### src/rtl/bs_rr_sched.sv
// Round-robin scheduler for the shared driver bus: pop one word, decode its top byte, push to target(s).
// Optional build macro BS_RR_SCHED_SELF_BCAST_EN: broadcast words also return to the source driver.
module bs_rr_sched #(
  parameter int         bits      = 32,
  parameter int         drvrs     = 5,
  parameter logic [7:0] broadcast = 8'hFF
) (
  input  logic                    i_clk,
  input  logic                    i_rst_n,
  input  logic [drvrs-1:0]        i_pndng,
  input  logic [drvrs*bits-1:0]   i_d_pop,
  output logic [drvrs-1:0]        o_pop,
  output logic [drvrs-1:0]        o_push,
  output logic [bits-1:0]         o_d_push,
  output logic [3:0]              o_grant_id,
  output logic                    o_busy,
  output logic                    o_err_drop
);

  typedef enum logic [1:0] {
    IDLE = 2'd0,
    POP  = 2'd1,
    PUSH = 2'd2
  } state_t;

  localparam logic [drvrs-1:0] ONE = drvrs'(1);

  state_t             r_state;
  state_t             w_next;
  logic [1:0]         r_rst_sync;
  logic               w_rst_n;
  logic [3:0]         r_last;
  logic [3:0]         r_grant;
  logic [3:0]         w_pick;
  logic               w_found;
  logic [4:0]         w_idx;
  logic               w_hit;
  logic [bits-1:0]    r_word;
  logic [bits-1:0]    w_word_in;
  logic [drvrs-1:0]   w_grant_oh;
  logic [drvrs-1:0]   w_bcast_mask;
  logic               w_take;
  logic [7:0]         w_dst;

  // Reset asserts asynchronously but is released only on a clock edge.
  always_ff @(posedge i_clk or negedge i_rst_n) begin
    if (!i_rst_n) r_rst_sync <= 2'b00;
    else          r_rst_sync <= {r_rst_sync[0], 1'b1};
  end

  assign w_rst_n = r_rst_sync[1];

  always_comb begin
    w_found = 1'b0;
    w_pick  = '0;
    w_idx   = '0;
    w_hit   = 1'b0;
    for (int k = 1; k <= drvrs; k++) begin
      w_idx = 5'(r_last) + 5'(k);
      if (w_idx >= 5'(drvrs)) w_idx = w_idx - 5'(drvrs);
      w_hit = |(i_pndng & (ONE << w_idx));
      if (!w_found && w_hit) begin
        w_found = 1'b1;
        w_pick  = w_idx[3:0];
      end
    end
  end

  assign w_grant_oh = ONE << r_grant;
  assign w_take     = |(i_pndng & w_grant_oh);
  assign w_word_in  = bits'(i_d_pop >> (int'(r_grant) * bits));
  assign w_dst      = r_word[bits-1 -: 8];

`ifdef BS_RR_SCHED_SELF_BCAST_EN
  assign w_bcast_mask = '1;
`else
  assign w_bcast_mask = ~w_grant_oh;
`endif

  always_comb begin
    w_next     = r_state;
    o_pop      = '0;
    o_push     = '0;
    o_err_drop = 1'b0;
    unique case (r_state)
      IDLE: begin
        if (w_found) w_next = POP;
      end
      POP: begin
        // A driver that withdrew its request is skipped without touching the pointer.
        if (w_take) begin
          o_pop  = w_grant_oh;
          w_next = PUSH;
        end else begin
          w_next = IDLE;
        end
      end
      PUSH: begin
        if (w_dst == broadcast)       o_push = w_bcast_mask;
        else if (w_dst < 8'(drvrs))   o_push = ONE << w_dst;
        else                          o_err_drop = 1'b1;
        w_next = IDLE;
      end
      default: w_next = IDLE;
    endcase
  end

  always_ff @(posedge i_clk or negedge w_rst_n) begin
    if (!w_rst_n) begin
      r_state <= IDLE;
      r_last  <= 4'(drvrs - 1);
      r_grant <= '0;
      r_word  <= '0;
    end else begin
      r_state <= w_next;
      if (r_state == IDLE && w_found) r_grant <= w_pick;
      if (r_state == POP && w_take) begin
        r_word <= w_word_in;
        r_last <= r_grant;
      end
    end
  end

  // The word register doubles as the bus driver, so the bus holds its last value between pushes.
  assign o_d_push   = r_word;
  assign o_grant_id = r_grant;
  assign o_busy     = (r_state != IDLE);

endmodule

### config.mk
export PLATFORM = sky130hd
export DESIGN_NAME = bs_rr_sched
export DESIGN_NICKNAME = d
export VERILOG_FILES = /design/src/rtl/bs_rr_sched.sv
export SDC_FILE = /design/constraint.sdc
export NUM_CORES = 1
export LEC_CHECK = 0
export BUFFER_PORTS_ARGS = -buffer_cell sky130_fd_sc_hd__buf_2
export CORE_ASPECT_RATIO = 1.4
export CORE_UTILIZATION = 51
export CTS_CLUSTER_SIZE = 12
export DETAILED_ROUTE_END_ITERATION = 12
export PLACE_DENSITY = 0.9
export SLEW_MARGIN = 20
export SYNTH_ARGS = -nofsm -noshare
export SYNTH_HDL_FRONTEND = slang
export SYNTH_SLANG_ARGS = --single-unit
export TNS_END_PERCENT = 30
### constraint.sdc
create_clock -name i_clk -period 4.5 [get_ports i_clk]
set_input_delay 0.45 -clock i_clk [delete_from_list [all_inputs] [get_ports i_clk]]
set_output_delay 0.45 -clock i_clk [all_outputs]
set_load 0.01 [all_outputs]
# --- Word-level counts from Yosys, hierarchy flattened ---
# Cells that the tools add are included.
op_classes:
  add_sub_neg: 10
  mul: 0
  div_mod_pow: 0
  n_lt_le_gt_ge: 6
  eq_ne: 4
  n_shift: 8
  muxes: 26
  bitwise_logic: 7
  n_reduce_logical: 18
op_table:
  columns: ["operator", "n"]
  rows:
  - ["$shr 160x9->32", 1]
  - ["$mux 5", 10]
  - ["$and 5x5->5", 6]
  - ["$reduce_or 5->1", 6]
  - ["$ge 5x3->1 const B", 5]
  - ["$shl 1x5->5 const A", 5]
  - ["$sub 5x3->5 const B", 5]
  - ["$mux 4", 5]
  - ["$add 4x2->5 const B", 2]
  - ["$add 4x3->5 const B", 2]
  - ["$eq 8x8->1 const B", 1]
  - ["$lt 8x3->1 const B", 1]
  - ["$mux 1", 8]
  - ["$shl 1x8->5 const A", 1]
  - ["$logic_and 1x1->1", 6]
  - ["$add 4x1->5 const B", 1]
  - ["$not 5->5", 1]
  - ["$shl 1x4->5 const A", 1]
  - ["$logic_not 1->1", 4]
  - ["$mux 2", 2]
  - ["$pmux 2 s2", 1]
  - ["$eq 2x1->1 const B", 1]
  - ["$eq 2x2->1 const B", 1]
  - ["$logic_not 2->1", 1]
  - ["other kinds (2)", 2]
word_totals:
  regBits: 44
  latch_bits: 0
  ramBits: 0
  mem_bits_ro: 0
  inputBits: 167
  out_inout_bits: 48
  wordCells: 84
  mem_count: 0

# --- Longest topological paths before layout ---
# Gate-level depths: netlist of the first run.
logic_depth:
  word_depth: 21
  mapped_depth: 16
  ltp_nobuf: 12

# --- Least setup slack after synthesis of the first run ---
# Ideal clock, no wire load.
synth_timing:
  path_type: "register to register"
  from: "register r_last[0]"
  to: "register r_grant[0] (netlist: o_grant_id[0])"
  setup_time_ns: 0.122
  arrival_ns: 3.492
  required_ns: 4.378
  setup_slack_ns: 0.887
  stages_incl_launch_ff: 17
  path_buffers: 4
  synth_period_minus_slack_ns: 3.613
  cell_sequence: "dfrtp_1 buf_4 inv_1 clkbuf_1 ha_1 buf_2 nor3b_4 o21ai_0 nand2b_1 buf_2 a41o_1 a2111oi_2 o31a_1 nor2_1 a211oi_1 o211ai_1 a32o_1"
synth_via:
  elab_chain_len: 20
  word_cells_on_any_way: 54
  cone_classes: "add/sub: 10; order compare: 5; shift: 5; mux: 15; bitwise: 5; reduce/logical: 14"
synth_lines:
  columns: ["item", "line", "rtl"]
  rows:
  - ["start, declared", "32", "logic [3:0] r_last;"]
  - ["start signal, assigned", "111", "r_last <= 4'(drvrs - 1);"]
  - ["start signal, assigned", "119", "r_last <= r_grant;"]
  - ["$add 4x1->5", "59", "w_idx = 5'(r_last) + 5'(k);"]
  - ["$sub 5x3->5 or $ge 5x3->1 (tied branches)", "60", "if (w_idx >= 5'(drvrs)) w_idx = w_idx - 5'(drvrs);"]
  - ["$mux 5", "60", null]
  - ["$shl 1x5->5", "61", "w_hit = |(i_pndng & (ONE << w_idx));"]
  - ["$and 5x5->5", "61", null]
  - ["$reduce_or 5->1", "61", null]
  - ["$mux 1", "62", "if (!w_found && w_hit) begin"]
  - ["$logic_not 1->1", "62", null]
  - ["(+4 left out)", null, null]
  - ["$mux 1", "62", null]
  - ["$logic_not 1->1", "62", null]
  - ["$logic_and 1x1->1", "62", null]
  - ["$mux 1", "62", null]
  - ["$logic_not 1->1", "62", null]
  - ["$logic_and 1x1->1", "62", null]
  - ["$mux 1", "62", null]
  - ["$logic_and 1x1->1", "116", "if (r_state == IDLE && w_found) r_grant <= w_pick;"]
  - ["end signal, assigned", "116", null]
  - ["end, declared", "33", "logic [3:0] r_grant;"]
# Several ways; a longest one is shown, not always the timed one.
# A chain may end at the register's enable or synchronous reset.

# --- Final worst setup path of the first run ---
layout_timing:
  from: "register r_last[2]"
  to: "register r_grant[0] (netlist: o_grant_id[0])"
# Same word-level chain as after synthesis.

==> results of run 1 <==
cells in the mapped netlist, types with 2 or more instances:
| library cell | n | area (sq um) |
|---|---|---|
| o21ai_1 | 2 | 10.01 |
| or3b_1 | 2 | 17.52 |
| or3_1 | 2 | 12.51 |
| o22ai_1 | 2 | 12.51 |
| o221ai_1 | 2 | 17.52 |
| a221oi_1 | 3 | 26.28 |
| inv_1 | 8 | 30.03 |
| buf_1 | 4 | 15.01 |
| o31ai_1 | 5 | 37.54 |
| dfrtp_1 | 43 | 1076 |
| a22oi_1 | 34 | 255.2 |
| mux2_2 | 2 | 22.52 |
| nor2b_1 | 5 | 31.28 |
| o21ai_0 | 17 | 85.08 |
| or4_1 | 3 | 22.52 |
| a22o_1 | 2 | 17.52 |
| a211oi_1 | 11 | 82.58 |
| nor4_1 | 3 | 18.77 |
| xor2_1 | 2 | 17.52 |
| mux2i_1 | 13 | 130.1 |
| a32oi_1 | 3 | 26.28 |
| nand2b_1 | 6 | 37.54 |
| nor3b_1 | 4 | 30.03 |
| and2_1 | 6 | 37.54 |
| o311ai_0 | 2 | 17.52 |
| nand3_1 | 9 | 45.04 |
| nand3b_1 | 5 | 37.54 |
| nor3_1 | 10 | 50.05 |
| nand2_1 | 27 | 101.4 |
| o211ai_1 | 2 | 15.01 |
| a31oi_1 | 6 | 37.54 |
| ha_1 | 13 | 162.7 |
| clkinv_1 | 2 | 7.510 |
| nor2_1 | 61 | 229.0 |
| nor4b_1 | 2 | 17.52 |
| xnor2_1 | 16 | 140.1 |
| and3_1 | 3 | 18.77 |
| a21oi_1 | 47 | 235.2 |
| o31a_1 | 3 | 26.28 |
| clkbuf_1 | 30 | 112.6 |
| buf_4 | 2 | 15.01 |
| or2_2 | 2 | 12.51 |
| buf_2 | 6 | 30.03 |
| nand4_1 | 3 | 18.77 |
| mux4_2 | 33 | 743.2 |
routing by layer:
layer / vias up / share of wire (%)
met3: 48 / 9.8
li1: 2283 / -
met1: 2429 / 38
met5: - / 0.13
met4: 4 / 3.4
met2: 275 / 49
registers in the layout, indices dropped and copies added, names as in the netlist:
register    flops
r_state         2
o_grant_id      4
o_d_push       32
r_last          4
r_rst_sync      2
report_power, final:
part	internal (mW)	total, mW	switching (mW)
Combinational	1.35	3.10	1.75
Clock	0.264	0.425	0.161
Sequential	0.589	0.846	0.257
Total	2.20	4.37	2.17
stage by stage:
stage | hold slack [ns] | cells
global placement | 0.2346 | 782
floorplan | 0.1544 | 496
finish | 0.3622 | 796
CTS | 0.3562 | 791
detailed placement | 0.2368 | 782
global route | 0.3673 | 791
final cells by class:
class / count / area (sq um) / area share (%)
sequential: 44 / 1106 / 19.15
multi-input combinational: 399 / 3147 / 54.47
inverter: 11 / 41.29 / 0.7147
antenna: 5 / 12.51 / 0.2166
tap: 102 / 127.6 / 2.209
timing repair buffer: 227 / 1171 / 20.27
clock buffer: 5 / 125.1 / 2.166
clock inverter: 3 / 46.29 / 0.8014
critical path: stages (launching register included):
cell,delay (ns)
dfstp_2,0.84
clkinv_1,0.31
ha_1,0.36
a21oi_1,0.29
xnor2_1,0.23
nand2b_1,0.28
a41o_1,0.32
a2111oi_2,0.35
o31a_1,0.26
nor2_1,0.07
a211oi_1,0.26
o211ai_1,0.13
a32o_1,0.26
cells by family (layout without fill, tap and decap cells):
kind of cell	after synthesis	after routing	synth area share, %
compound gates	161	161	25.06
simple gates	157	157	17.58
buf+inv	53	246	4.809
mux	48	48	20.13
flops	44	44	24.78
xor+xnor	19	19	3.909
fa+ha+maj	13	13	3.656
other cells	1	6	0.08428
what timing repair did:
item                      CTS  global route
hold endpoints to repair    2             0
hold buffers                1             0
resized for setup           0             0
worst max path at each step:
stage | endpoint | start | slack (ns)
after floorplan | o_grant_id[0] | r_last[0] | 0.89
after global placement | o_grant_id[1] | r_last[2] | 0.67
after detailed placement | o_grant_id[0] | r_last[2] | 0.51
after CTS | o_grant_id[0] | r_last[2] | 0.51
after global routing | o_grant_id[0] | r_last[2] | 0.16
final | o_grant_id[0] | r_last[2] | 0.43
==> results.sh, run 1 <==
export IMPL_tightest_slew_ns=0.9874
export IMPL_fmax_mhz=245.7
export IMPL_ant_nets=0
export IMPL_drive_gt1_share_pct=42.24
export IMPL_dieHeight_microns=112.5
export IMPL_synth_cells=496
export IMPL_syn_area_sq_mm=0.004449
export IMPL_chipWidth_microns=80.94
export IMPL_ir_worst_vdd_mv=0.7722
export IMPL_core_sq_mm=0.008295
export IMPL_drtIter0Drc=425
export IMPL_use_met3_pct=8.862
export IMPL_arrival_ns=4.25
export IMPL_clk_latency_ns=0.29
export IMPL_cp_max_fo=25
export IMPL_yosysUniqueCellTypes=73
export IMPL_end_kind="register"
export IMPL_status="complete, no violations"
export IMPL_final_area_sq_mm=0.005777
export IMPL_async_flop_share_pct=100.0
export IMPL_antenna_found_initial=4
export IMPL_maxSlewViolCount=0
export IMPL_leakage_nw=2.593
export IMPL_r2r_end="o_grant_id[0]"
export IMPL_fin_ws_ns=0.4292
export IMPL_hold_viol=0
export IMPL_relSlewSlack_pct=34.17
export IMPL_root_buffer="clkbuf_16"
export IMPL_syn2layout_area_growth_pct=29.84
export IMPL_grt_ovfl_total=0
export IMPL_grt_pass1_vias=4976
export IMPL_port_buffers=214
export IMPL_ctsHtreeMaxLevel=2
export IMPL_whs_endpoint="r_rst_sync[1]"
export IMPL_cts_buffer_depth=2
export IMPL_fin_crit_ns=4.071
export IMPL_final_common_cell="buf_2"
export IMPL_routed_wl_microns=17170
export IMPL_gp_congestion=1.004
export IMPL_rsz0062_at_grt="no"
export IMPL_rows=39
export IMPL_dp_hpwl_microns=13590
export IMPL_clk_pin_slew_ns=0.06
export IMPL_use_met2_pct=61.79
export IMPL_detailedPlace_worstSlack_ns=0.5080
export IMPL_hold_class="register to register"
export IMPL_vias=5039
export IMPL_grt_start_max_net_pins=70
export IMPL_routed_via_density=6.330
export IMPL_initial_utilization_pct=53.63
export IMPL_start_kind="register"
export IMPL_cts_buffers=5
export IMPL_die_area_sq_mm=0.009107
export IMPL_ff2ff_path_depth=12
export IMPL_r2r_slack_ns=0.43
export IMPL_finalSetupViolCount=0
export IMPL_fillers=686
export IMPL_ioPinCount=215
export IMPL_synth_nets=676
export IMPL_top_usage_layer="met2"
export IMPL_drt_wirelength_per_cell_microns=21.57
export IMPL_hold_start="r_rst_sync[0]"
export IMPL_post_route_util_pct=69.64
export IMPL_tns_ns=0
export IMPL_fin_nets=868
export IMPL_crit_type="register to register"
export IMPL_rr_startpoint="r_last[2]"
export IMPL_power_mw=4.369
export IMPL_synth_edff_count=0
export IMPL_synth_seq_cells=44
export IMPL_ys_warn_count=0
export IMPL_grt_pass1_wl_microns=25820
export IMPL_met1_usage_pct=48.68
export IMPL_cp_required_ns=4.68
export IMPL_clock_sinks=44
export IMPL_placed_area_sq_mm=0.005583
export IMPL_maxCapViolations=0
export IMPL_synth_seq_area_share_pct=24.78
export IMPL_grtUsageTotal_pct=38.22
export IMPL_whs_path_depth=0
export IMPL_clock_skew_ns=0.004258
export IMPL_drc=0
export IMPL_period_share_pct=90.46
export IMPL_cts_tree="built"
export IMPL_dr_pass1_iters=6
export IMPL_synthFlopType="dfrtp_1"
export IMPL_avgSynthCellArea_sq_um=8.970
export IMPL_final_cell_mix="214 x buf_2, 60 x nor2_1, 47 x a21oi_1, 40 x dfrtp_1, 34 x a22oi_1"
export IMPL_p_per_area_mw_per_mm2=756.4
export IMPL_cts_post_setup_buffers_inserted=0
Note: power is estimated with default switching activity, not from simulation.
==> run 2: changes to the inputs <==
CELL_PAD_IN_SITES_DETAIL_PLACEMENT = 2   (was default)
CELL_PAD_IN_SITES_GLOBAL_PLACEMENT = 2   (was default)
CORE_UTILIZATION = 28   (was 51)
CTS_BUF_LIST = sky130_fd_sc_hd__clkbuf_16   (was default)
PLACE_DENSITY = 0.89   (was 0.9)
==> run 2 against run 1 <==
Net effect: cell area up 2.1%; clock skew up 0.00092 ns; routed wire length up 18%; utilization down 32 points; largest cell class unchanged; first-iteration DRC count down 59%; sequential share of layout area down 0.39 points; count of clock-buffer cells in the layout unchanged; setup slack about the same; fmax about the same; via count up 0.18%; critical path type unchanged.
==> results.sh, run 2 (same netlist as run 1, synthesis figures left out) <==
export IMPL_ctsHtreeMaxLevel=2
export IMPL_max_stage_delay_ns=0.63
export IMPL_final_common_cell="buf_2"
export IMPL_hold_class="register to register"
export IMPL_cts_tree="built"
export IMPL_initial_utilization_pct=28.63
export IMPL_rows=54
export IMPL_leakage_nw=2.602
export IMPL_cts_buffers=5
export IMPL_syn2layout_area_growth_pct=32.54
export IMPL_routed_via_density=5.659
export IMPL_cts_resized=0
export IMPL_drtIter0Drc=173
export IMPL_vias=5048
export IMPL_detailedPlace_worstSlack_ns=0.5491
export IMPL_ff2ff_path_depth=12
export IMPL_clock_sinks=44
export IMPL_dp_hpwl_microns=16610
export IMPL_hold_viol=0
export IMPL_hold_ws_ns=0.3653
export IMPL_path_buf_inv=2
export IMPL_rsz0062_at_grt="no"
export IMPL_final_cell_mix="214 x buf_2, 60 x nor2_1, 47 x a21oi_1, 40 x dfrtp_1, 34 x a22oi_1"
export IMPL_ioPinCount=215
export IMPL_fmax_mhz=245.7
export IMPL_cts_buffer_depth=2
export IMPL_core_sq_mm=0.01554
export IMPL_whs_path_depth=0
export IMPL_tns_ns=0
export IMPL_tightest_slew_ns=0.9807
export IMPL_p_per_area_mw_per_mm2=754.0
export IMPL_fin_nets=873
export IMPL_fillers=1807
export IMPL_drt_wirelength_per_cell_microns=22.79
export IMPL_start_kind="register"
export IMPL_grt_pass1_wl_microns=30950
export IMPL_finalSetupViolCount=0
export IMPL_grt_ovfl_total=0
export IMPL_crit_type="register to register"
export IMPL_grt_pass1_vias=5663
export IMPL_relSlewSlack_pct=34.62
export IMPL_r2r_slack_ns=0.43
export IMPL_cp_slowest_cell="dfstp_2"
export IMPL_grt_start_max_net_pins=60
export IMPL_r2r_end="o_grant_id[2]"
export IMPL_critPathTopFamily="compound AO/OA/AOI/OAI gates"
export IMPL_maxSlewViolCount=0
export IMPL_root_buffer="clkbuf_16"
export IMPL_largest_reg_flops=32
export IMPL_clk_latency_ns=0.29
export IMPL_period_share_pct=90.46
export IMPL_port_buffers=214
export IMPL_crit_cells=12
export IMPL_die_area_sq_mm=0.01641
export IMPL_arrival_ns=4.25
export IMPL_ant_nets=0
export IMPL_chipWidth_microns=108.5
export IMPL_drc=0
export IMPL_dr_pass1_iters=4
export IMPL_routed_wl_microns=20330
export IMPL_cp_required_ns=4.68
export IMPL_rr_startpoint="r_last[2]"
export IMPL_hold_start="r_rst_sync[0]"
export IMPL_maxCapViolations=0
export IMPL_drive_gt1_share_pct=42.51
export IMPL_worstPathCellList="clkinv_1, buf_4, ha_1, a21oi_1, a31oi_1, xnor2_1, mux2i_1, o22ai_1, nor2b_1, nor2_1, a31o_2, o311ai_1"
export IMPL_antenna_found_initial=3
export IMPL_post_place_cells=881
export IMPL_clk_pin_slew_ns=0.07
export IMPL_dieHeight_microns=151.2
export IMPL_clock_skew_ns=0.005177
export IMPL_cp_max_fo=9
export IMPL_fin_crit_ns=4.070
export IMPL_ir_worst_vdd_mv=0.3432
export IMPL_fin_ws_ns=0.4295
export IMPL_status="complete, no violations"
export IMPL_gp_congestion=0.9079
export IMPL_whs_endpoint="r_rst_sync[1]"
export IMPL_layout_cells_non_filler=892
export IMPL_grtUsageTotal_pct=25.21
export IMPL_end_kind="register"
run 2: changes by cell type in the layout (fill, tap and decap cells not counted):
cell / delta
buf_4: +5
bufinv_16: -1
clkinv_1: +1
clkinvlp_4: +1
diode_2: -3
inv_6: -1
run 2: worst max path at each step:
stage | from | end | slack [ns]
floorplan | r_last[0] | o_grant_id[0] | 0.89
global placement | r_last[2] | o_grant_id[0] | 0.71
detailed placement | r_last[2] | o_grant_id[2] | 0.55
CTS | r_last[2] | o_grant_id[2] | 0.48
global route | r_last[2] | o_grant_id[2] | 0.18
finish | r_last[2] | o_grant_id[2] | 0.43
run 2: metal layers:
| layer | GRT usage, % | vias to the layer above | share of wire (%) | wire, microns |
|---|---|---|---|---|
| li1 | - | 2290 | - | - |
| met1 | 28.21 | 2503 | 37 | 7610 |
| met2 | 46.84 | 213 | 54 | 11060 |
| met3 | 3.571 | 40 | 5.4 | 1100 |
| met4 | 10.74 | 2 | 2.7 | 542 |
| met5 | 0 | - | 0.089 | 18 |
run 2: worst register-to-register path, delay by kind of cell (launching register included):
family	cells	cell delay (ns)
fa+ha+maj	1	0.31
xor+xnor	1	0.48
mux	1	0.15
flops	1	0.63
simple gates	2	0.59
buf+inv	2	0.30
compound gates	5	1.50
run 2: power breakdown:
group          switching [mW]  leakage, nW  total [mW]  internal, mW
Clock                   0.160       0.0635       0.364         0.204
Sequential              0.258        0.504       0.846         0.588
Combinational            1.87         2.04        3.24          1.37
Total                    2.29         2.60        4.45          2.16
run 2: repair_timing:
action                    in CTS  in global routing
setup buffers                  0                  0
hold buffers                   1                  0
hold endpoints to repair       2                  0
run 2: stage by stage:
stage	area (sq um)	util, %	power, mW
final	5897	37.95	4.446
after global routing	5897	37.95	4.812
after CTS	5892	37.91	4.483
after detailed placement	5738	36.92	4.075
after global placement	5738	36.92	3.874
after floorplan	4449	-	3.044
run 2: area by class of cell:
| class | count | area [sq um] | share of cell area (%) |
|---|---|---|---|
| clock buffers | 5 | 125.1 | 2.122 |
| flip-flops and latches | 44 | 1106 | 18.76 |
| diodes | 2 | 5.005 | 0.08487 |
| well taps | 196 | 245.2 | 4.159 |
| repair buffers | 232 | 1209 | 20.50 |
| inverters | 11 | 41.29 | 0.7002 |
| clock inverters | 3 | 18.77 | 0.3183 |
| multi-input cells | 399 | 3147 | 53.36 |
